`config.mk`:
```
export PLATFORM = sky130hd
export DESIGN_NAME = resample_mixer_flat
export DESIGN_NICKNAME = d
export VERILOG_FILES = /design/src/rtl/resample_mixer_pkg.sv /design/src/rtl/resample_mixer_if.sv /design/src/rtl/resample_mixer_interp.sv /design/src/rtl/resample_mixer.sv /design/src/flat_wrapper.sv
export SDC_FILE = /design/constraint.sdc
export NUM_CORES = 1
export LEC_CHECK = 0
export CAP_MARGIN = 20
export CORE_ASPECT_RATIO = 0.7
export CORE_MARGIN = 2
export CORE_UTILIZATION = 65
export DETAILED_ROUTE_END_ITERATION = 12
export DONT_BUFFER_PORTS = 1
export GPL_TIMING_DRIVEN = 1
export PLACE_DENSITY = 0.9
export RECOVER_POWER = 100
export SLEW_MARGIN = 25
export SYNTH_ARGS = -nofsm -noshare
export SYNTH_HDL_FRONTEND = slang
export SYNTH_SLANG_ARGS = --single-unit
```
`constraint.sdc`:
```
create_clock -name i_clk -period 9.8 [get_ports i_clk]
set_input_delay 0.49 -clock i_clk [delete_from_list [all_inputs] [get_ports i_clk]]
set_output_delay 0.49 -clock i_clk [all_outputs]
set_load 0.03 [all_outputs]
```
`src/rtl/resample_mixer_pkg.sv`:
```
// resample_pkg: shared types, constants and helpers for the resample_mixer
// speed-change engine.
package resample_pkg;

    localparam int SAMPLE_W = 16;

    typedef enum logic [2:0] {
        S_IDLE,
        S_RD0,
        S_RD1,
        S_ACC,
        S_WR,
        S_ADV,
        S_DONE
    } state_t;

    // round(32768 / r) for r = 1..16; entry 0 is never used.
    localparam logic [16:0][16:0] RECIP_TBL = {
        17'd2048,  17'd2185,  17'd2341,  17'd2521,
        17'd2731,  17'd2979,  17'd3277,  17'd3641,
        17'd4096,  17'd4681,  17'd5461,  17'd6554,
        17'd8192,  17'd10923, 17'd16384, 17'd32768,
        17'd0
    };

    // Clamp a wide signed sum into the 16-bit sample range.
    function automatic logic signed [SAMPLE_W-1:0] sat16(input logic signed [31:0] v);
        if (v > 32'sd32767)
            return 16'sh7FFF;
        else if (v < -32'sd32768)
            return 16'sh8000;
        else
            return v[SAMPLE_W-1:0];
    endfunction

endpackage

```
`src/rtl/resample_mixer_if.sv`:
```
// resample_mixer_if: single-word SDRAM read/write/finished port.
// master = engine side, slave = arbiter/memory side.
interface resample_mixer_if #(
    parameter int ADDR_W = 23
);
    logic              mem_read;
    logic              mem_write;
    logic [ADDR_W-1:0] mem_addr;
    logic [31:0]       mem_writedata;
    logic [31:0]       mem_readdata;
    logic              mem_finished;

    modport master (
        output mem_read, mem_write, mem_addr, mem_writedata,
        input  mem_readdata, mem_finished
    );

    modport slave (
        input  mem_read, mem_write, mem_addr, mem_writedata,
        output mem_readdata, mem_finished
    );
endinterface

```
`src/rtl/resample_mixer_interp.sv`:
```
// resample_interp: linear interpolator between x0 and x1 at phase k/r,
// y = x0 + (((x1-x0)*k*RECIP[r]) >>> 15), registered with one cycle of latency.
// Only built when RESAMPLE_INTERP_EN is defined.
`ifdef RESAMPLE_INTERP_EN
module resample_interp
    import resample_pkg::*;
#(
    parameter int SPEED_W = 4
) (
    input  logic                       i_clk,
    input  logic                       i_rst,
    input  logic                       i_vld,
    input  logic signed [SAMPLE_W-1:0] i_x0,
    input  logic signed [SAMPLE_W-1:0] i_x1,
    input  logic [SPEED_W-1:0]         i_k,
    input  logic [SPEED_W:0]           i_r,
    output logic                       o_vld,
    output logic signed [SAMPLE_W-1:0] o_y
);
    logic signed [SAMPLE_W:0] w_diff;
    logic [21:0]              w_scale;
    logic signed [47:0]       w_prod;
    logic signed [47:0]       w_y_full;
    logic                     w_unused_hi;

    // k < r keeps k*RECIP[r] below 32768, so y always lies between x0 and x1
    // and the low 16 bits of the sum are the exact result.
    assign w_diff      = (SAMPLE_W+1)'(i_x1) - (SAMPLE_W+1)'(i_x0);
    assign w_scale     = 22'(i_k) * 22'(RECIP_TBL[i_r]);
    assign w_prod      = 48'(w_diff) * $signed({26'd0, w_scale});
    assign w_y_full    = 48'(i_x0) + (w_prod >>> 15);
    assign w_unused_hi = ^w_y_full[47:SAMPLE_W];

    // Result-valid flag
    always_ff @(posedge i_clk or posedge i_rst) begin
        if (i_rst)
            o_vld <= 1'b0;
        else
            o_vld <= i_vld;
    end

    // Result register, loaded when the x1 read completes
    always_ff @(posedge i_clk) begin
        if (i_vld)
            o_y <= w_y_full[SAMPLE_W-1:0];
    end
endmodule
`endif

```
`src/rtl/resample_mixer.sv`:
```
// resample_mixer: reads NCH source tracks, applies an integer fast (skip) or
// slow (repeat) ratio, sums the tracks with saturation and writes the mixed
// stream back through a single-word memory port.
// Optional: define RESAMPLE_INTERP_EN to interpolate between x0 and x1 in slow mode.
module resample_mixer
    import resample_pkg::*;
#(
    parameter int NCH     = 2,
    parameter int ADDR_W  = 23,
    parameter int LEN_W   = 20,
    parameter int SPEED_W = 4
) (
    input  logic                  i_clk,
    input  logic                  i_rst,
    input  logic                  i_start,
    input  logic [NCH*ADDR_W-1:0] i_src_addr,
    input  logic [ADDR_W-1:0]     i_dst_addr,
    input  logic [LEN_W-1:0]      i_length,
    input  logic                  i_mode,
    input  logic [SPEED_W-1:0]    i_speed,
    output logic                  o_busy,
    output logic                  o_done,
    resample_mixer_if.master      mem
);
    localparam int ACC_W = SAMPLE_W + $clog2(NCH);
    localparam int CH_W  = (NCH > 1) ? $clog2(NCH) : 1;

    state_t                      r_state, w_next;
    logic [ADDR_W-1:0]           r_src [NCH];
    logic [ADDR_W-1:0]           r_dst;
    logic [LEN_W-1:0]            r_len;
    logic                        r_mode;
    logic [SPEED_W:0]            r_r;
    logic [CH_W-1:0]             r_c;
    logic [LEN_W-1:0]            r_i;
    logic [ADDR_W-1:0]           r_p;
    logic [SPEED_W-1:0]          r_k;
    logic signed [ACC_W-1:0]     r_acc;
    logic signed [SAMPLE_W-1:0]  r_x0;

    logic                        w_accept;
    logic                        w_last_ch;
    logic                        w_last_out;
    logic                        w_need_x1;
    logic signed [SAMPLE_W-1:0]  w_sample;
    logic                        w_sample_vld;
    logic signed [SAMPLE_W-1:0]  w_sat;
    logic                        w_unused;

    assign w_accept   = (r_state == S_IDLE) && i_start;
    assign w_last_ch  = (r_c == CH_W'(NCH - 1));
    assign w_last_out = (r_i == r_len - LEN_W'(1));
    assign w_sat      = sat16(32'(r_acc));
    assign w_unused   = ^mem.mem_readdata[31:SAMPLE_W];

`ifdef RESAMPLE_INTERP_EN
    logic                       w_interp_go;
    logic                       w_interp_vld;
    logic signed [SAMPLE_W-1:0] w_x1;
    logic signed [SAMPLE_W-1:0] w_interp_y;

    assign w_need_x1   = r_mode && (r_k != '0);
    assign w_interp_go = (r_state == S_RD1) && mem.mem_finished;
    assign w_x1        = mem.mem_readdata[SAMPLE_W-1:0];

    resample_interp #(.SPEED_W(SPEED_W)) u_interp (
        .i_clk (i_clk),
        .i_rst (i_rst),
        .i_vld (w_interp_go),
        .i_x0  (r_x0),
        .i_x1  (w_x1),
        .i_k   (r_k),
        .i_r   (r_r),
        .o_vld (w_interp_vld),
        .o_y   (w_interp_y)
    );

    assign w_sample     = w_need_x1 ? w_interp_y : r_x0;
    assign w_sample_vld = !w_need_x1 || w_interp_vld;
`else
    assign w_need_x1    = 1'b0;
    assign w_sample     = r_x0;
    assign w_sample_vld = 1'b1;
`endif

    // State register
    always_ff @(posedge i_clk or posedge i_rst) begin
        if (i_rst)
            r_state <= S_IDLE;
        else
            r_state <= w_next;
    end

    // Loop counters: track index, output index, shared pointer and slow-mode phase
    always_ff @(posedge i_clk or posedge i_rst) begin
        if (i_rst) begin
            r_c <= '0;
            r_i <= '0;
            r_p <= '0;
            r_k <= '0;
        end else begin
            case (r_state)
                S_IDLE: begin
                    if (i_start) begin
                        r_c <= '0;
                        r_i <= '0;
                        r_p <= '0;
                        r_k <= '0;
                    end
                end
                S_ACC: begin
                    if (w_sample_vld)
                        r_c <= w_last_ch ? '0 : r_c + CH_W'(1);
                end
                S_ADV: begin
                    r_i <= r_i + LEN_W'(1);
                    if (!r_mode) begin
                        r_p <= r_p + ADDR_W'(r_r);
                    end else if ({1'b0, r_k} == r_r - (SPEED_W+1)'(1)) begin
                        r_k <= '0;
                        r_p <= r_p + ADDR_W'(1);
                    end else begin
                        r_k <= r_k + SPEED_W'(1);
                    end
                end
                default: ;
            endcase
        end
    end

    // Job configuration latch and sample/accumulator datapath
    always_ff @(posedge i_clk) begin
        if (w_accept) begin
            for (int c = 0; c < NCH; c++)
                r_src[c] <= i_src_addr[c*ADDR_W +: ADDR_W];
            r_dst  <= i_dst_addr;
            r_len  <= i_length;
            r_mode <= i_mode;
            r_r    <= {1'b0, i_speed} + (SPEED_W+1)'(1);
            r_acc  <= '0;
        end
        if ((r_state == S_RD0) && mem.mem_finished)
            r_x0 <= mem.mem_readdata[SAMPLE_W-1:0];
        if ((r_state == S_ACC) && w_sample_vld)
            r_acc <= r_acc + ACC_W'(w_sample);
        if (r_state == S_ADV)
            r_acc <= '0;
    end

    // Next-state logic and memory/status outputs
    always_comb begin
        w_next            = r_state;
        mem.mem_read      = 1'b0;
        mem.mem_write     = 1'b0;
        mem.mem_addr      = '0;
        mem.mem_writedata = '0;
        o_busy            = 1'b1;
        o_done            = 1'b0;
        case (r_state)
            S_IDLE: begin
                o_busy = 1'b0;
                if (i_start)
                    w_next = (i_length == '0) ? S_DONE : S_RD0;
            end
            S_RD0: begin
                mem.mem_read = 1'b1;
                mem.mem_addr = r_src[r_c] + r_p;
                if (mem.mem_finished)
                    w_next = w_need_x1 ? S_RD1 : S_ACC;
            end
            S_RD1: begin
                mem.mem_read = 1'b1;
                mem.mem_addr = r_src[r_c] + r_p + ADDR_W'(1);
                if (mem.mem_finished)
                    w_next = S_ACC;
            end
            S_ACC: begin
                if (w_sample_vld)
                    w_next = w_last_ch ? S_WR : S_RD0;
            end
            S_WR: begin
                mem.mem_write     = 1'b1;
                mem.mem_addr      = r_dst + ADDR_W'(r_i);
                mem.mem_writedata = 32'(w_sat);
                if (mem.mem_finished)
                    w_next = S_ADV;
            end
            S_ADV: begin
                w_next = w_last_out ? S_DONE : S_RD0;
            end
            S_DONE: begin
                o_busy = 1'b0;
                o_done = 1'b1;
                w_next = S_IDLE;
            end
            default: begin
                o_busy = 1'b0;
                w_next = S_IDLE;
            end
        endcase
    end
endmodule

```
`src/flat_wrapper.sv`:
```
// flat-port wrapper written by rule: the top's interface ports become plain ports
module resample_mixer_flat import resample_pkg::*;
#(
    parameter int NCH     = 2,
    parameter int ADDR_W  = 23,
    parameter int LEN_W   = 20,
    parameter int SPEED_W = 4
)
  (i_clk, i_rst, i_start, i_src_addr, i_dst_addr, i_length, i_mode, i_speed, o_busy, o_done, mem_mem_read, mem_mem_write, mem_mem_addr, mem_mem_writedata, mem_mem_readdata, mem_mem_finished);
  resample_mixer_if #(.ADDR_W(ADDR_W)) mem_i ();
  input  logic i_clk;
  input  logic i_rst;
  input  logic i_start;
  input  logic [NCH*ADDR_W-1:0] i_src_addr;
  input  logic [ADDR_W-1:0] i_dst_addr;
  input  logic [LEN_W-1:0] i_length;
  input  logic i_mode;
  input  logic [SPEED_W-1:0] i_speed;
  output logic o_busy;
  output logic o_done;
  output wire logic [$bits(mem_i.mem_read)-1:0] mem_mem_read;
  output wire logic [$bits(mem_i.mem_write)-1:0] mem_mem_write;
  output wire logic [$bits(mem_i.mem_addr)-1:0] mem_mem_addr;
  output wire logic [$bits(mem_i.mem_writedata)-1:0] mem_mem_writedata;
  input wire logic [$bits(mem_i.mem_readdata)-1:0] mem_mem_readdata;
  input wire logic [$bits(mem_i.mem_finished)-1:0] mem_mem_finished;
  assign mem_mem_read = mem_i.mem_read;
  assign mem_mem_write = mem_i.mem_write;
  assign mem_mem_addr = mem_i.mem_addr;
  assign mem_mem_writedata = mem_i.mem_writedata;
  assign mem_i.mem_readdata = mem_mem_readdata;
  assign mem_i.mem_finished = mem_mem_finished;
  resample_mixer #(.NCH(NCH), .ADDR_W(ADDR_W), .LEN_W(LEN_W), .SPEED_W(SPEED_W)) u_core (.i_clk(i_clk), .i_rst(i_rst), .i_start(i_start), .i_src_addr(i_src_addr), .i_dst_addr(i_dst_addr), .i_length(i_length), .i_mode(i_mode), .i_speed(i_speed), .o_busy(o_busy), .o_done(o_done), .mem(mem_i));
endmodule
```
; ---- Yosys cells after proc, flatten, opt, wreduce, memory -nomap -nowiden
; Memories as Yosys holds them, arrays and structs flattened.
; Cells that the tools add are included.
; Widths: inputs -> output; s select.
[word_totals]
out_inout_bits = 59
ff_bits = 133
mem_bits_rw = 46
n_memories = 1
[op_classes]
add_sub_neg = 12
eq_ne = 13
n_reduce_logical = 14
order_cmp = 2
n_mux = 32
[memory_table]
columns = name, words, word_bits, read_ports, rd_clocked_by_memory_dff, write_ports, line_no
row1 = u_core.r_src, 2, 23, 1, 0, 2, resample_mixer.sv:29  ; logic [ADDR_W-1:0] r_src [NCH];
[op_table]
columns = cell, count
row1 = $mux 23, 3
row2 = $pmux 23 s3, 1
row3 = $add 23x1->23 const B, 2
row4 = $pmux 23 s2, 1
row5 = $pmux 20 s2, 1
row6 = $mux 17, 2
row7 = $mux 16, 2
row8 = $mux 32, 1
row9 = $add 23x20->23, 1
row10 = $add 23x23->23, 1
row11 = $add 23x5->23, 1
row12 = $add 20x1->20 const B, 1
row13 = $eq 20x20->1, 1
row14 = $logic_not 20->1, 1
row15 = $mux 20, 1
row16 = $sub 20x1->20 const B, 1
row17 = $mux 3, 6
row18 = $add 17x16->17, 1
row19 = $gt 17x16->1 const B, 1
row20 = $lt 17x16->1 const B, 1
row21 = $pmux 3 s5, 1
row22 = $mux 4, 3
row23 = $eq 3x3->1 const B, 3
row24 = $reduce_and 3->1, 3
row25 = 19 further kinds, 33

; ---- Depth between registers and ports, before layout
[depth]
ltp_word = 5
ltp_mapped = 16
depth_no_buf = 13

; ---- Worst setup path before layout
; OpenSTA, ideal clock, no wires.
[synth_path]
kind = flip-flop to output port
startpoint = reg u_core.r_c
endpoint = out mem_mem_addr[18]
path_stages_with_launch = 17
arrival_time_ns = 4.785
path_slack_ns = 4.525
path_cell_list = dfrtp_1 > clkbuf_1 > buf_1 > mux2_2 > ha_1 > fa_1 > a21oi_2 > o21bai_1 > xnor2_1 > or4_4 > or3_1 > or2_0 > buf_2 > nor4b_4 > nand2_1 > xor2_1 > o221ai_1
[synth_between]
elab_chain_len = 4
[synth_rtl]
columns = element, line_no
row1 = start: declaration, resample_mixer.sv:34  ; logic [CH_W-1:0] r_c;
row2 = start signal: assignment, resample_mixer.sv:113  ; r_c <= w_last_ch ? '0 : r_c + CH_W'(1);
row3 = $mem_v2 2x23 *, n/a
row4 = $add 23x23->23 *, "resample_mixer.sv:167, resample_mixer.sv:173"
row5 = $add 23x1->23, resample_mixer.sv:173  ; mem.mem_addr = r_src[r_c] + r_p + ADDR_W'(1);
row6 = $pmux 23 s3 *, resample_mixer.sv:159  ; case (r_state)
row7 = end: declaration, flat_wrapper.sv:23  ; output wire logic [$bits(mem_i.mem_addr)-1:0] mem_mem_addr;
; Every way passes the cells marked *; elsewhere a longest branch is shown, timed or not.

; ---- Worst setup path after layout
[layout_path]
startpoint = reg u_core.r_c
endpoint = out mem_mem_addr[20]
; The elaborated chain is that of the path after synthesis.

==> flow_summary.ini <==
[power_and_ir_drop]
p_leak_uw = 0.00479
p_seq_share_pct = 33.4
p_per_area_mw_per_mm2 = 267
switchingPower_uw = 1420
clockPowerShare_pct = 20.9
intPower_uw = 1840
max-vdd-ir-drop_v = 0.000181
p_sw_share_pct = 43.6
pwr-share-comb_pct = 45.7

[yosys]
synth_top_area_share_pct = 28.7
synthCells = 1193
syn_area_mm2 = 0.0116
ys.flop_type = edfxtp_1
yosys.area_share.simple_pct = 17.0
synthDistinctLibCells = 75
yosys_warnings = 0
synth_edf_count = 111
synth_commonest_cells = 111 x edfxtp_1, 97 x nor2_1, 88 x nand2_1
synth_fa_ha_area_share_pct = 8.24
synth_compound_area_share_pct = 16.4
yosysTopAreaCell = edfxtp_1
synth-async-reset-ratio_pct = 28.5
synth.avg_cell_area_um2 = 9.73
synth_top_family_by_area = simple AND/OR/NAND/NOR gates
ys_ff_latch = 179
synthMuxAreaShare_pct = 3.03
synth_nets = 1397
synth-seq-area-share_pct = 42.6
synthXorXnorAreaFrac_pct = 9.13
synth_most_common_cell = edfxtp_1
synth.top_cells.by_area = edfxtp_1 29%, dfrtp_1 11%, ha_1 7.5%, xnor2_1 4.7%, xor2_1 4.5%

[placed_design]
hpwl_mm = 19.8
placed_cells = 1377
gp_congestion = 0.902
port-buffer-count = 0

[timing]
slew_viol_final = 258
worst_pin_slew_ns = 3.70
layout_min_cycle_time_ns = 7.37
setup_viol = 0
fin_crit_sh_pct = 75.2
max_freq_mhz = 136
fin_skew_ns = 0.00962
setup-tns-final_ns = 0
hold_viol_final = 0
slew_headroom_pct = -146
grt_setup_unrepaired = no

[global_route]
overflow = 0
antenna_found_initial = 0
grt_pass1_wl_mm = 43.4
grt_start_max_net_pins = 75
grt_pass1_vias = 8625
grtUsageTotal_pct = 29.5

[critical_path]
cp_max_fo = 23
startpoint_type = flip-flop
crit_path_end_kind = primary output
crit_type = flip-flop to primary output
worst_ep_required_time_ns = 9.31
worstPathArrival_ns = 6.88

[die]
rows = 40
die-area_mm2 = 0.0190
start_util_pct = 67.0
boundaryPins = 189
design.core.area_mm2 = 0.0173
die_x_um = 164
die_y_um = 116

[final_layout]
fin_cells = 1410
seqCellArea_mm2 = 0.00495
area_growth_pct = 5.25
nets = 1369
layout-drive-gt1-share_pct = 5.69
fillers = 1313
multiInputGateArea_mm2 = 0.00621

[clock_tree]
clock_latency_ns = 0.44
cts_resized = 0
cts_tree = built
cts_htree_levels = 4
clockBufferDepth = 2
cts-root-buf = clkbuf_16
ctsHoldBuffers = 0
postCtsSetupRepairBufs = 0
clk_pin_slew_ns = 0.08
cts_buffers = 17
cts_sinks = 179

[route]
via_count = 9107
drc = 0
totalWireLength_mm = 27.6
wl_per_cell_um = 19.6
dr.first_iter.drc_count = 961
via_per_inst = 6.46
drtAntennaViolNets = 0
first_pass_iters = 5

[min_path]
holdCritPathClass = input port to flip-flop

[status]
failed_checks = max-capacitance violations, max-slew violations
status = finished, violations left

[job]
maxCapViolCount = 9
-- flip-flops by register name, indices dropped and copies added (netlist names) --
register	cells
u_core.r_i	20
u_core.r_c	1
u_core.r_acc	17
u_core.r_src	46
u_core.r_dst	23
u_core.r_x0	16
u_core.r_p	23
u_core.r_k	4
u_core.r_len	20
u_core.r_r	5
u_core.r_state	3
u_core.r_mode	1
-- worst paths after layout --
kind | slack [ns] | to | cells after the start | startpoint
max | 2.43 | mem_mem_addr[20] | 14 | u_core.r_c
min | 0.14 | u_core.r_x0[4] | 0 | mem_mem_readdata[4]
max reg2reg | 2.73 | u_core.r_dst[21] | 5 | u_core.r_state[0]
min reg2reg | 0.49 | u_core.r_acc[9] | 2 | u_core.r_acc[9]
max in group asynchronous | 6.88 | u_core.r_k[2] | 2 | i_rst
min in group asynchronous | 1.16 | u_core.r_i[19] | 2 | i_rst
-- cell type report --
cell class / instances / area share [%]
Multi-Input combinational cell: 922 / 50.9
Tap cell: 231 / 2.37
Clock inverter: 12 / 0.871
Timing Repair Buffer: 8 / 0.277
Sequential cell: 179 / 40.5
Clock buffer: 20 / 3.92
Antenna cell: 1 / 0.0205
Inverter: 37 / 1.15
-- power groups by stage --
stage / clock network (µW) / registers (µW) / logic (µW)
floorplan: 0 / 1050 / 1220
global route: 713 / 1110 / 1630
finish: 682 / 1090 / 1490
detailed placement: 0 / 1090 / 1480
global placement: 0 / 1080 / 1420
CTS: 688 / 1080 / 1490
-- metrics by stage --
step	area, µm²	power (µW)	hold WS [ns]	setup WS, ns	util [%]
2_1_floorplan	11600	2270	0.456	4.52	-
3_3_place_gp	11700	2500	0.472	4.36	67.7
3_5_place_dp	11700	2570	0.477	4.29	67.8
4_1_cts	12300	3250	0.128	3.78	71.1
5_1_grt	12200	3450	0.122	1.99	70.5
6_report	12200	3260	0.136	2.43	70.5
-- metal layers --
metal  routed length, µm  track usage [%]  vias to the layer above
met5                   0                0                        -
met4                 531             8.13                        0
met3                2410             8.45                       39
met2               12600             47.3                      374
met1               12000             39.6                     4366
li1                    -                -                     4328
-- logic make-up after synthesis --
logic type               after synthesis
AO/OA/AOI/OAI                        303
AND/OR/NAND/NOR                      393
XOR/XNOR                             121
adder cells (fa/ha/maj)               74
buffers and inverters                 92
multiplexers                          31
flip-flops                           179
-- critical path: stages, from the launching register on --
cell and delay, ns:
dfrtp_1 0.42, clkbuf_1 1.09, mux2_1 0.41, ha_1 0.23, fa_1 0.41, a21oi_1 0.31, o21bai_1 0.12, xnor2_1 0.22
or4_1 0.64, or3_1 0.40, or2_0 0.35, nor4b_1 0.62, nand4_1 0.21, xor2_1 0.18, o21ai_0 0.83
-- layout by cell type, fill, tap and decap left out, types with 35 or more instances in the layout --
cell and n:
inv_1 35, nand3_1 56, nor2_1 97, edfxtp_1 111
ha_1 70, o21ai_0 77, a21oi_1 83, dfrtp_1 51
xor2_1 59, nand2_1 88, xnor2_1 62
(Power assumes the default switching activity.)
